===== src/rtl/route_sequencer.sv =====
// Route step sequencer: sensor sync/debounce, per-step advance conditions, dwell timer and
// registered motor/turnout outputs. Optional watchdog enabled by defining ROUTE_WDOG_EN.
module route_sequencer #(
   parameter int unsigned DEBOUNCE_CYCLES = 4,
   parameter int unsigned DWELL_CYCLES    = 50_000_000,
   parameter int unsigned WDOG_CYCLES     = 500_000_000
) (
   input  logic       CLK,
   input  logic       RST_N,
   input  logic [5:0] Sensors,
   input  logic       Run,
   output logic [3:0] Selector,
   output logic       Advance,
   output logic [1:0] Motor,
   output logic       SwitchA,
   output logic       SwitchB,
   output logic       TimerDone,
   output logic       Fault
);

   localparam int unsigned DB_W = $clog2(DEBOUNCE_CYCLES + 1);
   localparam int unsigned TM_W = $clog2(DWELL_CYCLES + 1);
   localparam logic [DB_W-1:0] DB_LAST = DB_W'(DEBOUNCE_CYCLES - 1);
   localparam logic [TM_W-1:0] TM_LOAD = TM_W'(DWELL_CYCLES);

   if (DEBOUNCE_CYCLES < 1 || DWELL_CYCLES < 1 || WDOG_CYCLES < 1) begin : g_bad_params
      $error("route_sequencer: cycle parameters must be >= 1");
   end

`ifdef ROUTE_WDOG_EN
   typedef enum logic [1:0] {ST_IDLE, ST_RUN, ST_HOLD, ST_FAULT} state_t;
   localparam int unsigned WD_W = $clog2(WDOG_CYCLES + 1);
   localparam logic [WD_W-1:0] WD_LAST = WD_W'(WDOG_CYCLES - 1);
   logic [WD_W-1:0] r_wdog;
   logic [WD_W-1:0] w_wdog_nxt;
   logic            r_fault;
`else
   typedef enum logic [1:0] {ST_IDLE, ST_RUN, ST_HOLD} state_t;
`endif

   logic [5:0]      r_sync1;
   logic [5:0]      r_sync2;
   logic [5:0]      r_deb;
   logic [DB_W-1:0] r_dbcnt [6];

   state_t          r_state;
   logic [3:0]      r_sel;
   logic            r_armed;
   logic [TM_W-1:0] r_timer;
   logic            r_adv;
   logic [1:0]      r_motor;
   logic            r_swa;
   logic            r_swb;
   logic            r_tdone;

   state_t          w_state_nxt;
   logic [3:0]      w_sel_nxt;
   logic            w_armed_nxt;
   logic [TM_W-1:0] w_timer_nxt;
   logic            w_adv;
   logic            w_cond;
   logic            w_dwell;

   function automatic logic f_dwell(input logic [3:0] s);
      return (s >= 4'd2) && (s <= 4'd5);
   endfunction

   function automatic logic [1:0] f_motor(input logic [3:0] s);
      if (f_dwell(s))      return 2'b00;
      else if (s <= 4'd9)  return 2'b01;
      else                 return 2'b10;
   endfunction

   // A debounced bit flips only after the synchronised bit has disagreed with it
   // for DEBOUNCE_CYCLES consecutive samples.
   always_ff @(posedge CLK or negedge RST_N) begin
      if (!RST_N) begin
         r_sync1 <= '0;
         r_sync2 <= '0;
         r_deb   <= '0;
         for (int unsigned i = 0; i < 6; i++) r_dbcnt[i] <= '0;
      end else begin
         r_sync1 <= Sensors;
         r_sync2 <= r_sync1;
         for (int unsigned i = 0; i < 6; i++) begin
            if (r_sync2[i] == r_deb[i]) begin
               r_dbcnt[i] <= '0;
            end else if (r_dbcnt[i] == DB_LAST) begin
               r_deb[i]   <= r_sync2[i];
               r_dbcnt[i] <= '0;
            end else begin
               r_dbcnt[i] <= r_dbcnt[i] + DB_W'(1);
            end
         end
      end
   end

   assign w_dwell = f_dwell(r_sel);

   always_comb begin
      w_cond = 1'b0;
      case (r_sel)
         4'd0:                   w_cond = r_deb[0] | r_deb[5];
         4'd1:                   w_cond = r_deb[1] | r_deb[4];
         4'd2, 4'd3, 4'd4, 4'd5: w_cond = (r_timer == '0);
         4'd6, 4'd9:             w_cond = r_deb[2];
         4'd7, 4'd8:             w_cond = r_deb[3];
         4'd10:                  w_cond = ~|r_deb[3:0];
         4'd11:                  w_cond = ~|r_deb[5:2];
         4'd12, 4'd14:           w_cond = r_deb[5];
         default:                w_cond = r_deb[0];
      endcase
   end

   always_comb begin
      w_state_nxt = r_state;
      w_sel_nxt   = r_sel;
      w_armed_nxt = r_armed;
      w_timer_nxt = r_timer;
      w_adv       = 1'b0;
`ifdef ROUTE_WDOG_EN
      w_wdog_nxt  = r_wdog;
`endif
      case (r_state)
         ST_IDLE, ST_HOLD: begin
            if (Run) w_state_nxt = ST_RUN;
         end
         ST_RUN: begin
            // Dropping Run takes priority over a qualifying condition in the same cycle.
            if (!Run) begin
               w_state_nxt = ST_HOLD;
            end else if ((r_armed || w_dwell) && w_cond) begin
               w_sel_nxt   = r_sel + 4'd1;
               w_adv       = 1'b1;
               w_armed_nxt = 1'b0;
               if (f_dwell(w_sel_nxt)) w_timer_nxt = TM_LOAD;
`ifdef ROUTE_WDOG_EN
               w_wdog_nxt  = '0;
`endif
            end else begin
               if (!w_cond) w_armed_nxt = 1'b1;
               if (w_dwell && (r_timer != '0)) w_timer_nxt = r_timer - TM_W'(1);
`ifdef ROUTE_WDOG_EN
               if (!w_dwell) begin
                  if (r_wdog == WD_LAST) w_state_nxt = ST_FAULT;
                  w_wdog_nxt = r_wdog + WD_W'(1);
               end
`endif
            end
         end
         default: ;
      endcase
   end

   always_ff @(posedge CLK or negedge RST_N) begin
      if (!RST_N) begin
         r_state <= ST_IDLE;
         r_sel   <= '0;
         r_armed <= 1'b0;
         r_timer <= '0;
         r_adv   <= 1'b0;
         r_motor <= 2'b00;
         r_swa   <= 1'b0;
         r_swb   <= 1'b0;
         r_tdone <= 1'b0;
`ifdef ROUTE_WDOG_EN
         r_wdog  <= '0;
         r_fault <= 1'b0;
`endif
      end else begin
         r_state <= w_state_nxt;
         r_sel   <= w_sel_nxt;
         r_armed <= w_armed_nxt;
         r_timer <= w_timer_nxt;
         r_adv   <= w_adv;
         r_tdone <= f_dwell(w_sel_nxt) && (w_timer_nxt == '0);
         // Outputs decode the next step so they change together with Selector.
         if (w_state_nxt == ST_RUN) begin
            r_motor <= f_motor(w_sel_nxt);
            r_swa   <= (w_sel_nxt >= 4'd6) && (w_sel_nxt <= 4'd9);
            r_swb   <= (w_sel_nxt >= 4'd12);
         end else begin
            r_motor <= 2'b00;
         end
`ifdef ROUTE_WDOG_EN
         r_wdog  <= w_wdog_nxt;
         r_fault <= (w_state_nxt == ST_FAULT);
`endif
      end
   end

   assign Selector  = r_sel;
   assign Advance   = r_adv;
   assign Motor     = r_motor;
   assign SwitchA   = r_swa;
   assign SwitchB   = r_swb;
   assign TimerDone = r_tdone;
`ifdef ROUTE_WDOG_EN
   assign Fault     = r_fault;
`else
   assign Fault     = 1'b0;
`endif

endmodule


===== config.mk =====
export PLATFORM = sky130hd
export DESIGN_NAME = route_sequencer
export DESIGN_NICKNAME = d
export VERILOG_FILES = /design/src/rtl/route_sequencer.sv
export SDC_FILE = /design/constraint.sdc
export NUM_CORES = 1
export LEC_CHECK = 0
export CAP_MARGIN = 15
export CORE_ASPECT_RATIO = 0.8
export CORE_MARGIN = 4
export CORE_UTILIZATION = 32
export CTS_CLUSTER_DIAMETER = 150
export CTS_CLUSTER_SIZE = 14
export DETAILED_ROUTE_END_ITERATION = 8
export GPL_TIMING_DRIVEN = 0
export PLACE_DENSITY_LB_ADDON = 0.25
export SLEW_MARGIN = 10
export SYNTH_ARGS = -nofsm -noshare
export SYNTH_HDL_FRONTEND = slang
export SYNTH_SLANG_ARGS = --single-unit

===== constraint.sdc =====
create_clock -name CLK -period 4.66 [get_ports CLK]
set_clock_uncertainty 0.1 [all_clocks]
set_input_delay 0.932 -clock CLK [delete_from_list [all_inputs] [get_ports CLK]]
set_output_delay 0.932 -clock CLK [all_outputs]
set_load 0.05 [all_outputs]

==> summary.txt, run 1 <==
Clock tree
  – CTS Sinks: between 70 and 80
  – CTS buffer count: 9
  – Root Driver: clkbuf_16
  – Htree depth: 3
  – Worst-skew pair later-pin latency: 0.34 ns
  – Post-CTS resize count: 0
  – Setup bufs post-CTS: 0
  – CTS tree: built
  – Longest Clk Path Bufs: 2
  – Clock-pin transition on the worst setup and hold timing paths: approximately 0.060 ns
  – CTS Hold Buffers Added: 0

Synth
  – Syn_area_per_cell: 10.29 sq um
  – Sequential share of the synthesized area: between 40% and 50%
  – Cell taking the most area after synthesis: dfrtp_1
  – Yosys Warn Count: 0
  – Number of flops mapped to enable cells by yosys: 0
  – Flops & latches, synth: 75
  – Asr flop ratio synth: between 90% and 100%
  – Yosys top cell area share: a little under half
  – Synth unique cells: 67
  – Ys flop type: dfrtp_1
  – Most area-consuming cells after synthesis: dfrtp_1, ha_1, nor2_1, nand2_1, nor3_1
  – Syn Inst Count: between 300 and 400
  – Synthesized cell area: 0.003970 sq mm
  – Syn Nets: between 400 and 500

Global routing
  – Pin count of the biggest net entering global routing: roughly 40
  – Global-route wire length before repair: roughly 16,000 um
  – Initial antenna violation count: 0
  – GRT Total Usage: 14.27%
  – GR Overflow Total: 0
  – Vias in the first global route: around 3,200

Critical path
  – Worst Path Required: roughly 4.8 ns
  – Worst-path cell chain: inv_1 > ha_1 > nor3_1 > a211oi_4 > or2_2 > a31oi_1 > or2_0 > buf_2 > clkbuf_1 > o21ai_0 > a22o_1 > or4_1 > nor4_2
  – Max stage delay on crit path: ~0.58 ns
  – CP max stage cell: or4_1
  – Critical Path End: TimerDone
  – Worst flop-to-flop path endpoint: TimerDone
  – Delay-heaviest family, CP: simple AND/OR/NAND/NOR gates
  – Type of the worst setup path: reg2reg
  – Worst Path Arrival: between 4 and 5 ns
  – CP startpoint: Selector[0]
  – Levels on crit path: 13
  – R2R Setup Slk: roughly 0.21 ns
  – Reg2reg start: Selector[0]
  – Max Fanout on Critical Path: 10
  – Reg2reg path depth: 13
  – Startpoint types: register
  – Crit end category: register
  – Buf/Inv on CP: 3

Timing
  – Fin Setup TNS: 0 ns
  – Endpoints failing setup: 0
  – Fin worst setup slack: between 0.2 and 0.25 ns
  – Worst Tran Pin Value: 0.8613 ns
  – Fin crit period: around 4.4 ns
  – Slew margin rel.: between 40% and 50%
  – Period utilization: a little over nine tenths
  – Max-slew violations: 0
  – Max Fclk: roughly 220 MHz
  – Hold Fails Final Rpt: 0

Status
  – Status: finished clean

Placement
  – Input/output buffers: 18
  – DP Wirelength: just under 7000 um
  – Placed cells: ~560
  – Placement-stage cell area: 0.004358 sq mm
  – Pre-CTS setup slack: -0.05496 ns
  – GPL Wtd Cong: 0.8511

Detailed routing
  – WL/cell: 16.84 um
  – Routed Antenna Nets: 0
  – Remaining DRCs: 0
  – Final wirelength: between 9000 and 10,000 um
  – Average vias per placed instance: 5.607
  – Drt first pass iters: 5
  – Via count: 3,207
  – Starting DRT DRC Count: between 200 and 300

Floorplanning
  – Placeable Area: approximately 0.012 sq mm
  – Die footprint: between 0.01 and 0.015 sq mm
  – Starting Density: 32.64%
  – Row Count: 36
  – Die span in y: 107.6 um
  – Die Wd: 132.5 um
  – IO Pins: 20

Hold path
  – Hold Crit Class: reg2reg

Run
  – Total of max-cap violations: 0

Finish
  – Area growth from synthesis to final layout: 18.50%
  – Non-Filler Instances: 572
  – Layout cell share with drive strength beyond 1: between 10% and 20%
  – Net count reported at finish: between 400 and 500
  – Design area: between 0.004 and 0.005 sq mm
  – Final Core Density: around two fifths
  – Antenna cells: 0

Power
  – PwrDens: roughly 720 mW/mm^2
  – Pleak: 1.963 nW
  – Worst IR Drop VDD: 0.3715 mV
-- flip-flops by register name, indices dropped and copies added, names as in the netlist --
| name | count |
|---|---|
| Selector | 4 |
| r_dbcnt | 18 |
| Advance | 1 |
| TimerDone | 1 |
| SwitchA | 1 |
| r_sync1 | 6 |
| SwitchB | 1 |
| r_deb | 6 |
| Motor | 2 |
| r_timer | 26 |
| r_armed | 1 |
| r_state | 2 |
| r_sync2 | 6 |
-- per-stage QoR --
step                      power (W)  hold slack, ns
after floorplan            0.002154          0.2312
after global placement     0.002562          0.2331
after detailed placement   0.002587          0.2381
after CTS                  0.003392          0.2514
after global routing       0.003652          0.2646
final                      0.003408          0.2481
-- worst min-delay path by stage --
stage | from | to | slack [ns] | depth (start not counted)
floorplan | r_sync1[0] | r_sync2[0] | 0.23 | 0
global placement | r_sync1[5] | r_sync2[5] | 0.23 | 0
detailed placement | r_sync1[1] | r_sync2[1] | 0.24 | 0
CTS | r_sync1[1] | r_sync2[1] | 0.25 | 0
global route | r_sync1[3] | r_sync2[3] | 0.26 | 0
finish | r_sync1[1] | r_sync2[1] | 0.25 | 0
-- routing by layer --
metal  wire length (um)  track usage (%)  part of all wire, %  up-vias
met5                  0                0                    0        -
met1               4515            19.30                   47     1560
met3                647            3.925                  6.7       23
li1                   -                -                    -     1510
met2               4249            21.56                   44      114
met4                221            6.083                  2.3        0
-- area by class of cell --
| type | count | area (sq um) |
|---|---|---|
| buffer | 14 | 77.57 |
| inverter | 12 | 45.04 |
| fill | 1183 | 7457 |
| tap | 152 | 190.2 |
| multi-input combinational | 285 | 1986 |
| clock buffer | 10 | 229.0 |
| clock inverter | 5 | 102.6 |
| sequential | 75 | 1877 |
| timing repair buffer | 19 | 197.7 |
-- Yosys cell counts (all sizes together) (2+ instances only) --
cell type,number
or2,4
o31ai,5
a221o,6
a21boi,2
nand3,10
inv,12
nor3,19
a31oi,4
buf,7
nor2,29
nand2b,2
or3,7
o21bai,2
nor2b,12
nor4,11
clkbuf,7
a211oi,8
o221a,3
a211o,4
a21oi,13
o31a,2
nand2,26
o22ai,3
xnor2,10
a21o,2
ha,14
or4,6
and3b,4
a2bb2oi,4
dfrtp,75
and3,6
nor4b,2
nor3b,9
nand4,6
o311ai,2
o41ai,3
o211ai,2
o21ai,14
a22o,5
xor2,2
o221ai,2
mux2,6
-- cell usage in the layout (no fill, tap or decap), types with 5 or more instances in the layout --
cell type | synthesis | layout
clkdlybuf4s50_1 | 0 | 17
or4_1 | 6 | 6
o21ai_0 | 13 | 13
nor4_1 | 8 | 8
clkbuf_1 | 7 | 6
a211oi_1 | 7 | 7
a221o_1 | 6 | 6
nor3b_1 | 9 | 9
nor3_1 | 18 | 18
ha_1 | 14 | 14
mux2_2 | 6 | 6
dfrtp_1 | 75 | 75
nand2_1 | 26 | 26
or3_1 | 6 | 6
nand4_1 | 6 | 6
clkbuf_16 | 0 | 9
nand3_1 | 10 | 10
xnor2_1 | 10 | 10
a22o_1 | 5 | 5
a21oi_1 | 13 | 13
nor2b_1 | 12 | 12
and3_1 | 6 | 6
inv_1 | 12 | 12
nor2_1 | 29 | 29
-- report_power, final --
group / internal [W] / total, W / leakage [nW] / switching, W
Combinational: 0.000628 / 0.00156 / 0.893 / 0.000932
Sequential: 0.000846 / 0.00107 / 0.911 / 0.000223
Clock: 0.000519 / 0.000780 / 0.159 / 0.000261
Total: 0.00199 / 0.00341 / 1.96 / 0.00142
-- kinds of logic after synthesis --
kind of cell,Yosys count,share of synthesized area [%]
other cells,1,0.09446
mux,7,1.954
buf+inv,26,3.025
xor+xnor,12,2.647
compound gates,94,18.47
simple gates,157,22.12
fa+ha+maj,14,4.412
flops,75,47.27
Note: power is estimated with default switching activity, not from simulation.
==> run 2, diff against run 1 <==
--- a/config.mk
+++ b/config.mk
@@ -5,6 +5,7 @@
 export SDC_FILE = /design/constraint.sdc
 export NUM_CORES = 1
 export LEC_CHECK = 0
+export ABC_AREA = 1
 export CAP_MARGIN = 15
 export CORE_ASPECT_RATIO = 0.8
 export CORE_MARGIN = 4
==> summary.txt, run 2 <==
Status
  – Status: finished clean

Timing
  – Fin crit period: around 3.4 ns
  – Worst Tran Pin Value: roughly 0.77 ns
  – Period utilization: 73.24%
  – Hold Fails Final Rpt: 0
  – Slew margin rel.: 48.29%
  – Max-slew violations: 0
  – Endpoints failing setup: 0
  – Unrepaired setup endpoints after global routing: no
  – Max Fclk: 293.0 MHz
  – Fin Hold WS: between 0.2 and 0.25 ns

Clock tree
  – Post-CTS resize count: 0
  – Root Driver: clkbuf_16
  – Clock-pin transition on the worst setup and hold timing paths: about 0.060 ns
  – CTS Hold Buffers Added: 0
  – CTS Sinks: 75
  – Longest Clk Path Bufs: 2
  – CTS tree: built
  – CTS buffer count: 9
  – Worst-skew pair later-pin latency: roughly 0.35 ns
  – Htree depth: 3
  – Setup bufs post-CTS: 0

Synth
  – Flops & latches, synth: 75
  – Post-synth top cells: nand2_1, nor2_1, dfrtp_1, inv_1, nand3_1
  – Yosys Warn Count: 0
  – Yosys top cell area share: between 30% and 40%
  – Count leader, synth: nand2_1
  – Sequential share of the synthesized area: approximately two fifths
  – Synth unique cells: 40
  – Synthesized cell area: around 0.0049 sq mm
  – Most area-consuming cells after synthesis: dfrtp_1, nand2_1, nor2_1, nand3_1, inv_1
  – Syn Nets: about 700
  – Cell taking the most area after synthesis: dfrtp_1
  – Ys flop type: dfrtp_1
  – Syn Inst Count: between 600 and 700
  – Number of flops mapped to enable cells by yosys: 0
  – Asr flop ratio synth: 100.0%
  – Syn_area_per_cell: around 7.3 sq um

Run
  – Total of max-cap violations: 0

Finish
  – Most frequent cells in the layout: nand2_1, nor2_1, dfrtp_1
  – Fill cells: ~1,600
  – Net count reported at finish: roughly 730
  – Layout cell share with drive strength beyond 1: roughly 11%
  – Largest registers: r_timer (26), r_dbcnt (18)
  – Final Core Density: 37.85%
  – Area growth from synthesis to final layout: 15.92%
  – Antenna cells: 0
  – Design area: 0.005702 sq mm
  – Top reg by flops: r_timer
  – Max reg flops: 26
  – Commonest non-fill, non-tap cell in the layout: nand2_1

Critical path
  – Worst Path Required: around 4.8 ns
  – Max Fanout on Critical Path: 10
  – Type of the worst setup path: in2reg
  – Worst Path Arrival: 3.59 ns
  – Crit end category: register
  – Startpoint types: input pin
  – Reg2reg path depth: 20

Floorplanning
  – Row Count: 40
  – IO Pins: 20
  – Die footprint: around 0.017 sq mm
  – Die span in y: 118.9 um
  – Starting Density: between 30 and 40%
  – Placeable Area: 0.01506 sq mm
  – Die Wd: 146.6 um

Detailed routing
  – Routed Antenna Nets: 0
  – Remaining DRCs: 0
  – Starting DRT DRC Count: 328
  – WL/cell: 14.56 um
  – Via count: 4,419
  – Final wirelength: about 13,000 um
  – Average vias per placed instance: around 4.8
  – Drt first pass iters: 5

Global routing
  – Initial antenna violation count: 0
  – Vias in the first global route: ~4,300
  – GRT Total Usage: 16.14%
  – Global-route wire length before repair: between 20,000 and 25,000 um
  – GR Overflow Total: 0
  – Pin count of the biggest net entering global routing: 47

Placement
  – Input/output buffers: 18
  – DP Wirelength: 9821 um
  – GPL Wtd Cong: approximately 0.97
  – Placement-stage cell area: between 0.005 and 0.006 sq mm

Power
  – Worst IR Drop VDD: 0.2058 mV
  – Pleak: about 2.8 nW
  – PwrDens: 332.3 mW/mm^2

Hold path
  – Hold Path Cell Cnt: 0
  – Hold Crit Class: reg2reg
[run 2: layout make-up]
cell class | count | area (sq um) | area share [%]
plain buffers | 19 | 148.9 | 2.611
inverters | 77 | 294.0 | 5.157
clock inverters | 6 | 90.09 | 1.580
flip-flops and latches | 75 | 1877 | 32.92
well taps | 210 | 262.8 | 4.608
multi-input cells | 503 | 2599 | 45.58
clock buffers | 9 | 225.2 | 3.950
repair buffers | 19 | 205.2 | 3.599
[run 2: worst paths after layout]
| check | start | to | slack, ns |
|---|---|---|---|
| max reg2reg | Selector[1] | TimerDone | 1.44 |
| min | r_sync1[4] | r_sync2[4] | 0.25 |
| max | Run | TimerDone | 1.25 |
| min in group asynchronous | RST_N | r_timer[5] | 0.42 |
| min reg2reg | r_sync1[4] | r_sync2[4] | 0.25 |
| max in group asynchronous | RST_N | r_deb[2] | 3.47 |
[run 2: power breakdown]
group | switching (W) | total (W) | leakage (nW) | internal [W]
registers | 0.0000475 | 0.000774 | 0.940 | 0.000726
logic | 0.000225 | 0.000369 | 1.75 | 0.000144
clock network | 0.000284 | 0.000752 | 0.152 | 0.000467
[run 2: worst max-delay path, cell delays in order]
cell and delay [ns]:
clkdlybuf4s50_1 0.48, inv_1 0.06, nor3_1 0.63, buf_2 0.40
nand2_1 0.08, nor2_1 0.15, nand2_1 0.07, nand2_1 0.06
nand3_1 0.10, nor2_1 0.11, nand2_1 0.06, nor2_1 0.25
nand2_1 0.12, nor2_2 0.09
[run 2: per-stage QoR]
stage / setup WS, ns / instances / setup TNS (ns) / total power [W]
global placement: -0.2061 / 902 / -15.05 / 0.001140
detailed placement: 0.9355 / 903 / 0 / 0.001160
CTS: 1.307 / 918 / 0 / 0.001923
global route: 1.034 / 918 / 0 / 0.002006
floorplan: 1.894 / 674 / 0 / 0.001048
finish: 1.247 / 918 / 0 / 0.001895
[run 2: logic make-up (layout without fill, tap and decap cells)]
family | count (synthesis) | in the layout | synth area share, %
muxes | 2 | 2 | 0.4579
adders and majority gates | 14 | 14 | 3.561
buffers and inverters | 96 | 130 | 9.005
DFF | 75 | 75 | 38.16
AOI/OAI and AO/OA | 36 | 36 | 4.427
and+or+nand+nor | 425 | 425 | 39.86
other | 1 | 1 | 0.07624
xor gates and xnor gates | 25 | 25 | 4.452
[run 2: metal layers]
metal  vias to the layer above  part of all wire [%]  track usage, %
li1                       2174                     -               -
met1                      2098                    48           22.43
met2                       125                    44           25.04
met3                        22                   5.1           3.157
met4                         0                   2.1           5.875
met5                         -                     0               0
